<file path="src/rtl/mips_fetch_queue_if.sv">
// rtl/mips_fetch_queue_if.sv - instruction-memory request/response bus for the fetch queue
//
// Purpose: groups the fetch-side instruction-memory handshake into one bundle.
// Signals:
//   imem_req_valid  fetch request valid (driven by fetch unit)
//   imem_req_ready  memory accepts the request this cycle
//   imem_req_addr   byte address of the requested word
//   imem_rsp_valid  in-order instruction word returned
//   imem_rsp_data   returned instruction word
// Modports: master = fetch unit, slave = instruction memory.

interface mips_fetch_queue_if;
  logic        imem_req_valid;
  logic        imem_req_ready;
  logic [31:0] imem_req_addr;
  logic        imem_rsp_valid;
  logic [31:0] imem_rsp_data;

  modport master (
    output imem_req_valid,
    output imem_req_addr,
    input  imem_req_ready,
    input  imem_rsp_valid,
    input  imem_rsp_data
  );

  modport slave (
    input  imem_req_valid,
    input  imem_req_addr,
    output imem_req_ready,
    output imem_rsp_valid,
    output imem_rsp_data
  );
endinterface

</file>
<file path="src/rtl/mips_fetch_queue.sv">
// rtl/mips_fetch_queue.sv - MIPS instruction-fetch front end with prefetch queue
//
// Purpose: owns the fetch PC, issues word requests to instruction memory,
// buffers in-order responses as {PC+4, IR} pairs and presents the head to the
// IF/ID latch. A redirect flushes the queue and discards in-flight responses.
// Ports:
//   clock        pipeline clock
//   reset_n      synchronous active-low reset
//   imem         instruction-memory bus (master side)
//   if_valid     queue head valid
//   if_pc4       PC+4 of head (0 when empty)
//   if_ir        head instruction (0 when empty)
//   id_stall     decode refuses the head this cycle
//   redirect     taken branch/jump: flush and refetch
//   redirect_pc  new fetch PC (bits [1:0] ignored)
//   occupancy    number of valid queue entries

module mips_fetch_queue #(
  parameter int          DEPTH    = 4,
  parameter logic [31:0] RESET_PC = 32'h0000_0000
) (
  input  logic                     clock,
  input  logic                     reset_n,
  mips_fetch_queue_if.master       imem,
  output logic                     if_valid,
  output logic [31:0]              if_pc4,
  output logic [31:0]              if_ir,
  input  logic                     id_stall,
  input  logic                     redirect,
  input  logic [31:0]              redirect_pc,
  output logic [$clog2(DEPTH):0]   occupancy
);

  localparam int AW = $clog2(DEPTH);
  localparam int CW = AW + 1;
  localparam logic [CW:0] LP_DEPTH = (CW+1)'(DEPTH);

  logic [31:0]   r_fetch_pc;
  logic [31:0]   r_q_pc4 [DEPTH];
  logic [31:0]   r_q_ir  [DEPTH];
  logic [31:0]   r_tag   [DEPTH];
  logic [AW-1:0] r_rd_ptr;
  logic [AW-1:0] r_wr_ptr;
  logic [AW-1:0] r_tag_rd;
  logic [AW-1:0] r_tag_wr;
  logic [CW-1:0] r_occ;
  logic [CW-1:0] r_outst;
  logic [CW-1:0] r_drop;

  logic          w_credit;
  logic          w_req_fire;
  logic          w_rsp;
  logic          w_keep;
  logic          w_pop;
  logic [31:0]   w_pc_next;
  logic          w_unused;

  // Credit uses registered counts only, so a pop never frees a slot in the
  // same cycle; this keeps the request path free of decode timing.
  assign w_credit   = ({1'b0, r_outst} + {1'b0, r_occ}) < LP_DEPTH;
  assign imem.imem_req_valid = reset_n & ~redirect & w_credit;
  assign imem.imem_req_addr  = r_fetch_pc;
  assign w_req_fire = imem.imem_req_valid & imem.imem_req_ready;
  assign w_rsp      = imem.imem_rsp_valid;
  // A response in a redirect cycle, or while stale responses remain, is discarded.
  assign w_keep     = w_rsp & ~redirect & (r_drop == '0);
  assign w_pc_next  = r_fetch_pc + 32'd4;

  assign if_valid   = (r_occ != '0);
  assign w_pop      = if_valid & ~id_stall & ~redirect;
  assign if_pc4     = if_valid ? r_q_pc4[r_rd_ptr] : 32'h0000_0000;
  assign if_ir      = if_valid ? r_q_ir[r_rd_ptr]  : 32'h0000_0000;
  assign occupancy  = r_occ;
  assign w_unused   = ^redirect_pc[1:0];

  always_ff @(posedge clock) begin
    if (!reset_n) begin
      r_fetch_pc <= RESET_PC;
      r_rd_ptr   <= '0;
      r_wr_ptr   <= '0;
      r_tag_rd   <= '0;
      r_tag_wr   <= '0;
      r_occ      <= '0;
      r_outst    <= '0;
      r_drop     <= '0;
    end else begin
      // The tag FIFO and outstanding count follow the memory, redirect or not,
      // so tags stay aligned with responses that are later dropped.
      if (w_req_fire) begin
        r_tag[r_tag_wr] <= w_pc_next;
        r_tag_wr        <= r_tag_wr + AW'(1);
      end
      if (w_rsp) begin
        r_tag_rd <= r_tag_rd + AW'(1);
      end
      r_outst <= r_outst + CW'(w_req_fire) - CW'(w_rsp);

      if (redirect) begin
        r_fetch_pc <= {redirect_pc[31:2], 2'b00};
        r_rd_ptr   <= '0;
        r_wr_ptr   <= '0;
        r_occ      <= '0;
        // Everything still in flight after this cycle belongs to the old stream.
        r_drop     <= r_outst - CW'(w_rsp);
      end else begin
        if (w_req_fire) begin
          r_fetch_pc <= w_pc_next;
        end
        if (w_rsp && (r_drop != '0)) begin
          r_drop <= r_drop - CW'(1);
        end
        if (w_keep) begin
          r_q_pc4[r_wr_ptr] <= r_tag[r_tag_rd];
          r_q_ir[r_wr_ptr]  <= imem.imem_rsp_data;
          r_wr_ptr          <= r_wr_ptr + AW'(1);
        end
        if (w_pop) begin
          r_rd_ptr <= r_rd_ptr + AW'(1);
        end
        r_occ <= r_occ + CW'(w_keep) - CW'(w_pop);
      end
    end
  end

endmodule
</file>
<file path="src/flat_wrapper.sv">
// flat-port wrapper written by rule: the top's interface ports become plain ports
module mips_fetch_queue_flat 
#(
  parameter int          DEPTH    = 4,
  parameter logic [31:0] RESET_PC = 32'h0000_0000
)
  (clock, reset_n, if_valid, if_pc4, if_ir, id_stall, redirect, redirect_pc, occupancy, imem_imem_req_valid, imem_imem_req_addr, imem_imem_req_ready, imem_imem_rsp_valid, imem_imem_rsp_data);
  mips_fetch_queue_if imem_i ();
  input  logic clock;
  input  logic reset_n;
  output logic if_valid;
  output logic [31:0] if_pc4;
  output logic [31:0] if_ir;
  input  logic id_stall;
  input  logic redirect;
  input  logic [31:0] redirect_pc;
  output logic [$clog2(DEPTH):0] occupancy;
  output wire logic [$bits(imem_i.imem_req_valid)-1:0] imem_imem_req_valid;
  output wire logic [$bits(imem_i.imem_req_addr)-1:0] imem_imem_req_addr;
  input wire logic [$bits(imem_i.imem_req_ready)-1:0] imem_imem_req_ready;
  input wire logic [$bits(imem_i.imem_rsp_valid)-1:0] imem_imem_rsp_valid;
  input wire logic [$bits(imem_i.imem_rsp_data)-1:0] imem_imem_rsp_data;
  assign imem_imem_req_valid = imem_i.imem_req_valid;
  assign imem_imem_req_addr = imem_i.imem_req_addr;
  assign imem_i.imem_req_ready = imem_imem_req_ready;
  assign imem_i.imem_rsp_valid = imem_imem_rsp_valid;
  assign imem_i.imem_rsp_data = imem_imem_rsp_data;
  mips_fetch_queue #(.DEPTH(DEPTH), .RESET_PC(RESET_PC)) u_core (.clock(clock), .reset_n(reset_n), .imem(imem_i), .if_valid(if_valid), .if_pc4(if_pc4), .if_ir(if_ir), .id_stall(id_stall), .redirect(redirect), .redirect_pc(redirect_pc), .occupancy(occupancy));
endmodule
</file>
<file path="config.mk">
export PLATFORM = sky130hd
export DESIGN_NAME = mips_fetch_queue_flat
export DESIGN_NICKNAME = d
export VERILOG_FILES = /design/src/rtl/mips_fetch_queue_if.sv /design/src/rtl/mips_fetch_queue.sv /design/src/flat_wrapper.sv
export SDC_FILE = /design/constraint.sdc
export NUM_CORES = 1
export LEC_CHECK = 0
export ABC_AREA = 0
export CAP_MARGIN = 10
export CORE_MARGIN = 2
export CORE_UTILIZATION = 60
export DETAILED_ROUTE_END_ITERATION = 6
export GPL_TIMING_DRIVEN = 0
export PLACE_DENSITY = 0.84
export SLEW_MARGIN = 20
export SYNTH_ARGS = -nofsm -noshare
export SYNTH_HDL_FRONTEND = slang
export SYNTH_SLANG_ARGS = --single-unit
</file>
<file path="constraint.sdc">
create_clock -name clock -period 10 [get_ports clock]
set_input_delay 3 -clock clock [delete_from_list [all_inputs] [get_ports clock]]
set_output_delay 3 -clock clock [all_outputs]
set_load 0.01 [all_outputs]
</file>
==> flow_summary.toml, run 1 <==
[status]
outcome = "completed"

[run]
max_cap_violations = 0

[setup_path]
crit_type = "input port to output port"
required_ps = 7000
cp-start-kind = "input port"
crit_fanout = 10
end_kind = "output port"
arrival_ps = 5170

[pwr]
p_leak_nw = 6.84
pwr-share-clk_pct = 39.7
switching_share_pct = 22.2
combPwrFrac_pct = 8.4
p_sw_w = 0.000851
p_total_w = 0.00384
power_density_nw_per_um2 = 184
pwr-share-seq_pct = 51.9
internal-power_w = 0.00298
peakVddDrop_v = 0.000108

[timing]
worst_pin_slew_ps = 781
rsz0062_at_grt = "false"
hold_violations = 0
fin_hold_ws_ps = 502
period_needed_ps = 8170
clock.fmax_mhz = 122
slew-limit-headroom_pct = 47.9
slew_viol_final = 0
setup_tns_ps = 0
finalSetupViolations = 0
clock-skew-final_ps = 16.6
fin_crit_sh_pct = 81.7

[detailed_routing]
wire_per_inst_um = 24.8
drt-initial-drc-count = 955
vias = 9919
wl_um = 39900
drcViolationCount = 0
via_per_inst = 6.17
first_pass_iters = 7
ant_nets = 0

[logic_synthesis]
yosysTopAreaCellShare_pct = 64.4
synth_area_leaders = "edfxtp_1, mux4_2, dfxtp_1, and2_1, ha_1"
syn-cell-area_um2 = 17200
synth_edf_count = 368
ys.flop_type = "edfxtp_1"
yosysMostFrequentCell = "edfxtp_1"
syn_inst = 981
synth_common_cells = "edfxtp_1, mux4_2, and2_1"
async_flop_share_pct = 0
synth_seq_cells = 419
yosys_warnings = 0
yosysSeqAreaShare_pct = 70.3
syn_avg_cell_area_um2 = 17.5
synth_top_area_cell = "edfxtp_1"
synth_cell_types = 65

[clock_tree]
numCtsBuffers = 41
clk_pin_slew_ps = 60
cts_resized = 0
cts_setup_buffers = 0
insertion_delay_ps = 540
cts.sinks = 419
cts_hold_buffers = 0
htreeDepth = 2
cts_root_buf = "clkbuf_16"
tritoncts = "built"
cts_buffer_depth = 3

[die]
fp.coreArea_um2 = 28000
dieWidth_um = 173
ios = 171
rows = 61
die_area_um2 = 30000
initial_utilization_pct = 61.3
fp.dieH_um = 173

[cells_and_area]
final_cells = 1607
n_antenna_cell = 0
fin_nets = 1289
syn_to_final_growth_pct = 21.2
drive_gt1_share_pct = 16.6

[grt]
overflow = 0
grt_pass1_vias = 10057
antenna_found_initial = 0
grt_first_pass_wirelength_um = 61100
grtUsageTotal_pct = 27.0
grt_start_max_net_pins = 35

[placement]
gp_congestion = 0.922
port_buffers = 163
dpl.hpwl_um = 25200
post-place-cells = 1533

[hold_path]
min_path_type = "flip-flop to flip-flop"
[worst paths after layout]
check | startpoint | to | slack [ps] | cells after the start
max | reset_n | imem_imem_req_valid | 1830 | 6
min | u_core.r_tag_wr[1] | u_core.r_tag_wr[1] | 500 | 2
max reg2reg | u_core.occupancy[2] | u_core.r_tag[3][4] | 6630 | 8
min reg2reg | u_core.r_tag_wr[1] | u_core.r_tag_wr[1] | 500 | 2
[state kept, by name, summed over array words and instances (netlist names), named ones only]
signal,count
u_core.imem.imem_req_addr,30
u_core.occupancy,3
u_core.r_drop,3
u_core.r_outst,3
u_core.r_q_ir,128
u_core.r_q_pc4,120
u_core.r_rd_ptr,2
u_core.r_tag,120
u_core.r_tag_rd,2
u_core.r_tag_wr,2
u_core.r_wr_ptr,2
[cell usage in the layout, fill, tap and decap left out, drive strengths merged, types with 4 or more instances in the layout]
master | synthesis | layout
xor2 | 11 | 11
nor4 | 10 | 10
buf | 23 | 31
mux4 | 92 | 92
a31oi | 6 | 6
and3 | 15 | 15
a211oi | 5 | 5
a211o | 4 | 4
nand3 | 22 | 22
and2 | 80 | 80
o21ai | 5 | 5
or3 | 4 | 4
nand4 | 16 | 16
a311o | 10 | 10
nor2 | 29 | 29
nand2 | 42 | 42
inv | 29 | 30
and4 | 10 | 10
clkbuf | 35 | 82
o211ai | 6 | 6
dfxtp | 51 | 51
clkinvlp | 0 | 5
clkinv | 0 | 18
edfxtp | 368 | 368
a21oi | 8 | 8
xnor2 | 27 | 27
clkdlybuf4s50 | 0 | 163
conb | 1 | 4
nor3 | 9 | 9
ha | 19 | 19
[worst max-delay path: stages]
cell and delay (ps):
clkdlybuf4s50_1 480, nand2b_1 110, clkbuf_1 380, clkbuf_1 530, nor3_1 150, clkdlybuf4s50_1 510
[power by group through the flow]
stage,Sequential (W),Clock (W),Combinational (W)
after detailed placement,0.00202,0,0.000317
after global placement,0.00202,0,0.000302
after CTS,0.00199,0.00154,0.000323
after global routing,0.00199,0.00161,0.000348
after floorplan,0.00202,0,0.000176
final,0.00199,0.00152,0.000323
[layout make-up]
| cell class | instances | area (um^2) |
|---|---|---|
| multi-input cells | 478 | 4750 |
| fillers | 1610 | 7200 |
| inverters | 29 | 109 |
| repair buffers | 171 | 1810 |
| flip-flops and latches | 419 | 12100 |
| well taps | 378 | 473 |
| clock inverters | 27 | 226 |
| clock buffers | 47 | 1110 |
| plain buffers | 58 | 258 |
[stage by stage]
stage	util, %	setup WS, ps	area (um^2)
3_3_place_gp	68.8	1920	19300
2_1_floorplan	-	3040	17200
6_report	74.3	1830	20800
4_1_cts	74.3	1920	20800
3_5_place_dp	69.5	1930	19500
5_1_grt	74.3	1770	20800
[routing by layer]
metal / share of wire [%] / track usage, %
met3: 8.2 / 4.29
met2: 50 / 45.4
met4: 2.8 / 8.40
met1: 39 / 36.9
met5: 0 / 0
[cell families after synthesis]
| kind of cell | after synthesis | synth area share [%] |
|---|---|---|
| XOR/XNOR | 38 | 1.94 |
| adder cells (fa/ha/maj) | 21 | 1.62 |
| buffers and inverters | 87 | 2.14 |
| flip-flops | 419 | 70.3 |
| AND/OR/NAND/NOR | 250 | 8.52 |
| AO/OA/AOI/OAI | 72 | 3.31 |
| other | 1 | 0.0218 |
| multiplexers | 93 | 12.1 |
Power figures use the tool's default switching activity.
==> run 2: changes to the inputs <==
--- a/config.mk
+++ b/config.mk
@@ -8,10 +8,10 @@
 export ABC_AREA = 0
 export CAP_MARGIN = 10
 export CORE_MARGIN = 2
-export CORE_UTILIZATION = 60
+export CORE_UTILIZATION = 51
 export DETAILED_ROUTE_END_ITERATION = 6
 export GPL_TIMING_DRIVEN = 0
-export PLACE_DENSITY = 0.84
+export PLACE_DENSITY = 0.76
 export SLEW_MARGIN = 20
 export SYNTH_ARGS = -nofsm -noshare
 export SYNTH_HDL_FRONTEND = slang
==> constraint.sdc (replaced) <==
create_clock -name clock -period 7.03 [get_ports clock]
set_input_delay 2.109 -clock clock [delete_from_list [all_inputs] [get_ports clock]]
set_output_delay 2.109 -clock clock [all_outputs]
set_load 0.01 [all_outputs]
==> run 2 against run 1 <==
Sequential share of layout area fell by 0.27 points. Register-to-register slack got worse by 2900 ps. Flip-flop and latch count did not move. Sequential power rose by 42%. Critical path type unchanged.
==> flow_summary.toml, run 2 (same netlist as run 1, synthesis figures left out) <==
[timing]
clock-skew-final_ps = 23.9
setup_tns_ps = 0
slew_viol_final = 0
hold_violations = 0
worst_pin_slew_ps = 839
finalSetupViolations = 0
period_needed_ps = 6400
slew-limit-headroom_pct = 43.5
rsz0062_at_grt = "false"
clock.fmax_mhz = 156
fin_crit_sh_pct = 91.0

[setup_path]
arrival_ps = 4290
path_cells = "clkdlybuf4s50_1 > nand2b_1 > clkbuf_1 > clkbuf_1 > nor3_1 > clkdlybuf4s50_1"
worst_path_dominant_cell_family = "buffers and inverters"
cp_num_buf_inv = 4
worst_path_max_delay_cell = "clkbuf_1"
cp-start-kind = "input port"
end_kind = "output port"
crit_fanout = 10
required_ps = 4920
crit_type = "input port to output port"
path_depth = 6
r2r_cells = 8
critical_path.max_stage_delay_ps = 540

[cells_and_area]
largest_reg_flops = 128
final_cell_mix = "edfxtp_1, clkdlybuf4s50_1, mux4_2"
final_cells = 1679
n_antenna_cell = 0
drive_gt1_share_pct = 16.2
syn_to_final_growth_pct = 21.8
reg_top3 = "u_core.r_q_ir (128), u_core.r_q_pc4 (120), u_core.r_tag (120)"
regMostFlops = "u_core.r_q_ir"
final_common_cell = "edfxtp_1"
fill_cells = 2406
fin_nets = 1291

[grt]
overflow = 0
grt_first_pass_wirelength_um = 56700
antenna_found_initial = 0
grt_pass1_vias = 9845
grt_start_max_net_pins = 45
grtUsageTotal_pct = 21.1

[clock_tree]
cts.sinks = 419
cts_hold_buffers = 0
cts_resized = 0
tritoncts = "built"
htreeDepth = 2
insertion_delay_ps = 540
clk_pin_slew_ps = 60
numCtsBuffers = 43
cts_buffer_depth = 3
cts_setup_buffers = 0
cts_root_buf = "clkbuf_16"

[detailed_routing]
wl_met2_um = 17600
via_per_inst = 5.73
route.met3.wl_um = 2880
vias = 9616
routed.top_layer = "met4"
ant_nets = 0
drt-initial-drc-count = 860
drcViolationCount = 0
wl_um = 36900
first_pass_iters = 7
wire_per_inst_um = 22.0
wl_met1_um = 15500

[pwr]
power_density_nw_per_um2 = 260
peakVddDrop_v = 0.000180
p_leak_nw = 6.85
p_total_w = 0.00543

[placement]
gp_congestion = 0.950
post-place-cells = 1603
dpl.hpwl_um = 24800
port_buffers = 163

[die]
initial_utilization_pct = 51.4
fp.coreArea_um2 = 33400
die_area_um2 = 35100
fp.dieH_um = 187
ios = 171
rows = 67
dieWidth_um = 187

[hold_path]
min_path_type = "flip-flop to flip-flop"
hold_path_depth = 2

[run]
max_cap_violations = 0

[status]
outcome = "completed"
==> run 2: cell types whose count changed in the layout (fill, tap and decap cells not counted), sizes merged <==
| cell | change |
|---|---|
| clkbuf | +6 |
| clkinvlp | -4 |
| inv | +2 |
| bufinv | -1 |
| clkinv | -1 |
==> run 2: where the power goes <==
| part | internal (W) | total [W] | leakage, nW | switching, W |
|---|---|---|---|---|
| logic | 0.000213 | 0.000455 | 2.44 | 0.000242 |
| registers | 0.00279 | 0.00283 | 3.76 | 0.0000406 |
| clock network | 0.00124 | 0.00215 | 0.652 | 0.000908 |
| total | 0.00424 | 0.00543 | 6.85 | 0.00119 |
==> run 2: per-stage QoR <==
stage / util, % / hold WS (ps) / instance area [um^2] / worst slack [ps]
after floorplan: - / 469 / 17200 / 1850
after global placement: 58.1 / 490 / 19400 / 442
after detailed placement: 58.7 / 494 / 19600 / 698
after CTS: 62.7 / 503 / 20900 / 673
after global routing: 62.7 / 535 / 20900 / 574
final: 62.7 / 502 / 20900 / 635
==> run 2: per-layer routing <==
layer | up-vias | GRT usage, %
li1 | 4320 | -
met1 | 4829 | 29.4
met2 | 403 | 34.0
met3 | 64 | 4.35
met4 | 0 | 6.18
met5 | - | 0
==> run 2: final cells by class <==
class / instances / area [um^2] / share of cell area, %
multi-input cells: 478 / 4750 / 22.7
repair buffers: 171 / 1820 / 8.71
flip-flops and latches: 419 / 12100 / 57.7
clock buffers: 53 / 1150 / 5.52
clock inverters: 23 / 179 / 0.856
inverters: 29 / 109 / 0.521
plain buffers: 58 / 258 / 1.23
well taps: 448 / 561 / 2.68
==> run 2: final timing paths <==
path	start	endpoint	slack, ps
worst min register to register	u_core.r_tag_wr[1]	u_core.r_tag_wr[1]	500
worst max register to register	u_core.occupancy[2]	u_core.r_tag[2][23]	3770
worst min-delay path	u_core.r_tag_wr[1]	u_core.r_tag_wr[1]	500
worst max-delay path	reset_n	imem_imem_req_valid	630
==> run 2: tightest hold or removal path: cells and delay by family, from the launching register on <==
kind,cells,cell delay [ps]
compound gates,1,50
simple gates,1,60
flops,1,340
==> run 3: changes to the inputs <==
--- a/config.mk
+++ b/config.mk
@@ -8,10 +8,11 @@
 export ABC_AREA = 0
 export CAP_MARGIN = 10
 export CORE_MARGIN = 2
-export CORE_UTILIZATION = 51
+export CORE_UTILIZATION = 35
+export CTS_CLUSTER_DIAMETER = 80
 export DETAILED_ROUTE_END_ITERATION = 6
 export GPL_TIMING_DRIVEN = 0
-export PLACE_DENSITY = 0.76
+export PLACE_DENSITY = 0.56
 export SLEW_MARGIN = 20
 export SYNTH_ARGS = -nofsm -noshare
 export SYNTH_HDL_FRONTEND = slang
==> run 3 against run 2 <==
Final area rose by 1.6%. Combinational power increased by 1%. Hold slack improved by 7.5 ps. Fmax up 0.64%. Wire length rose by 7.6%. Non-clock buffer count stayed put. Worst setup slack gained 41 ps. Die area rose by 45%.
==> flow_summary.toml, run 3 (same netlist as run 1, synthesis figures left out) <==
[cells_and_area]
seq_area_um2 = 12100
final_cell_mix = "edfxtp_1, clkdlybuf4s50_1, mux4_2"
final_common_cell = "edfxtp_1"
final_cells = 1862
largest_reg_flops = 128
syn_to_final_growth_pct = 23.7
multiInputGateArea_um2 = 4750
regMostFlops = "u_core.r_q_ir"
drive_gt1_share_pct = 17.0
reg_top3 = "u_core.r_q_ir (128), u_core.r_q_pc4 (120), u_core.r_tag (120)"
fin_nets = 1295
fill_cells = 4327

[clock_tree]
cts_buffer_depth = 3
cts.sinks = 419
cts_root_buf = "clkbuf_16"
numCtsBuffers = 47
cts_setup_buffers = 0
insertion_delay_ps = 560
tritoncts = "built"
clk_pin_slew_ps = 60
htreeDepth = 2
cts_resized = 0
cts_hold_buffers = 0

[placement]
post-place-cells = 1777
pre_cts_ws_ps = 712
dpl.hpwl_um = 26200
gp_congestion = 0.873
port_buffers = 163

[detailed_routing]
wire_per_inst_um = 21.3
wl_um = 39700
first_pass_iters = 5
drt-initial-drc-count = 716
ant_nets = 0
drcViolationCount = 0
vias = 9626
via_per_inst = 5.17

[status]
outcome = "completed"

[setup_path]
cp-start-kind = "input port"
r2r_cells = 8
crit_type = "input port to output port"
timing.rr.start = "u_core.r_outst[2]"
arrival_ps = 4250
path_cells = "clkdlybuf4s50_1 > nand2b_1 > clkbuf_1 > clkbuf_1 > nor3_1 > clkdlybuf4s50_1"
crit_fanout = 10
critical_path.max_stage_delay_ps = 510
worst_path_dominant_cell_family = "buffers and inverters"
regToRegSetupSlack_ps = 3710
cp_num_buf_inv = 4
worst_path_max_delay_cell = "clkdlybuf4s50_1"
rr_endpoint = "u_core.r_tag[2][24]"
end_kind = "output port"
required_ps = 4920

[pwr]
p_leak_nw = 6.91
pwr-share-seq_pct = 50.6
p_total_w = 0.00559
p_sw_w = 0.00128
combPwrFrac_pct = 8.2
switching_share_pct = 22.8
internal-power_w = 0.00431
peakVddDrop_v = 0.000154
power_density_nw_per_um2 = 263
pwr-share-clk_pct = 41.2

[die]
fp.dieH_um = 225
dieWidth_um = 225
initial_utilization_pct = 35.3
die_area_um2 = 50800
fp.coreArea_um2 = 48600
rows = 81
ios = 171

[timing]
final.setup.worst_slack_ps = 676
slew-limit-headroom_pct = 36.9
fin_crit_sh_pct = 90.4
clock.fmax_mhz = 157
hold_violations = 0
worst_pin_slew_ps = 938
slew_viol_final = 0
setup_tns_ps = 0
period_needed_ps = 6350
finalSetupViolations = 0
rsz0062_at_grt = "false"
clock-skew-final_ps = 17.2

[grt]
grt_pass1_vias = 9893
grtUsageTotal_pct = 15.8
grt_start_max_net_pins = 40
grt_first_pass_wirelength_um = 60200
overflow = 0
antenna_found_initial = 0

[run]
max_cap_violations = 0

[hold_path]
min_to = "u_core.r_tag_wr[1]"
hold_path_depth = 2
hold_start = "u_core.r_tag_wr[1]"
min_path_type = "flip-flop to flip-flop"
run 3: cell types whose count changed in the layout (fill, tap and decap cells not counted), moves of 2 or more:
| cell | delta |
|---|---|
| clkinv_2 | +6 |
| clkbuf_16 | +3 |
| buf_12 | -2 |
| buf_16 | +2 |
| clkbuf_1 | -2 |
| clkinv_1 | -2 |
| clkinv_4 | +2 |
| clkinvlp_4 | +2 |
| inv_6 | +2 |
run 3: tightest hold or removal path, cell delays in order (launching register included):
cell,delay (ps)
dfxtp_1,340
nand2_1,70
a21oi_1,60
run 3: worst max-delay path by stage:
stage | startpoint | to | slack (ps) | cells after the start
floorplan | redirect | imem_imem_req_valid | 1850 | 5
global placement | reset_n | u_core.r_q_ir[0][23] | 170 | 6
CTS | reset_n | imem_imem_req_valid | 700 | 6
global route | reset_n | imem_imem_req_valid | 560 | 6
detailed placement | reset_n | imem_imem_req_valid | 710 | 6
finish | reset_n | imem_imem_req_valid | 680 | 6
run 3: power groups by stage:
stage                     Combinational, W  Clock [W]  Sequential (W)
after floorplan                   0.000251          0         0.00287
after global placement            0.000449          0         0.00288
after detailed placement          0.000463          0         0.00288
after CTS                         0.000466    0.00237         0.00283
after global routing              0.000503    0.00246         0.00283
final                             0.000460    0.00230         0.00283
run 3: layout make-up:
type | count | area share (%)
buffer | 58 | 1.21
multi-input combinational | 478 | 22.4
sequential | 419 | 56.8
clock inverter | 31 | 1.05
clock buffer | 53 | 5.69
tap | 622 | 3.66
inverter | 29 | 0.512
antenna | 1 | 0.0118
timing repair buffer | 171 | 8.65
run 3: metrics by stage:
| step | instance area, um^2 | hold slack (ps) | utilization (%) |
|---|---|---|---|
| 2_1_floorplan | 17200 | 469 | - |
| 3_3_place_gp | 19600 | 482 | 40.3 |
| 3_5_place_dp | 19800 | 494 | 40.7 |
| 4_1_cts | 21200 | 503 | 43.7 |
| 5_1_grt | 21200 | 534 | 43.7 |
| 6_report | 21200 | 510 | 43.7 |
run 3: layer usage:
metal | global-route usage (%) | vias up | wire length (um)
met2 | 25.2 | 318 | 18500
met1 | 21.7 | 4923 | 17800
met4 | 5.17 | 0 | 1000
met5 | 0 | - | 0
met3 | 3.30 | 63 | 2370
li1 | - | 4322 | -
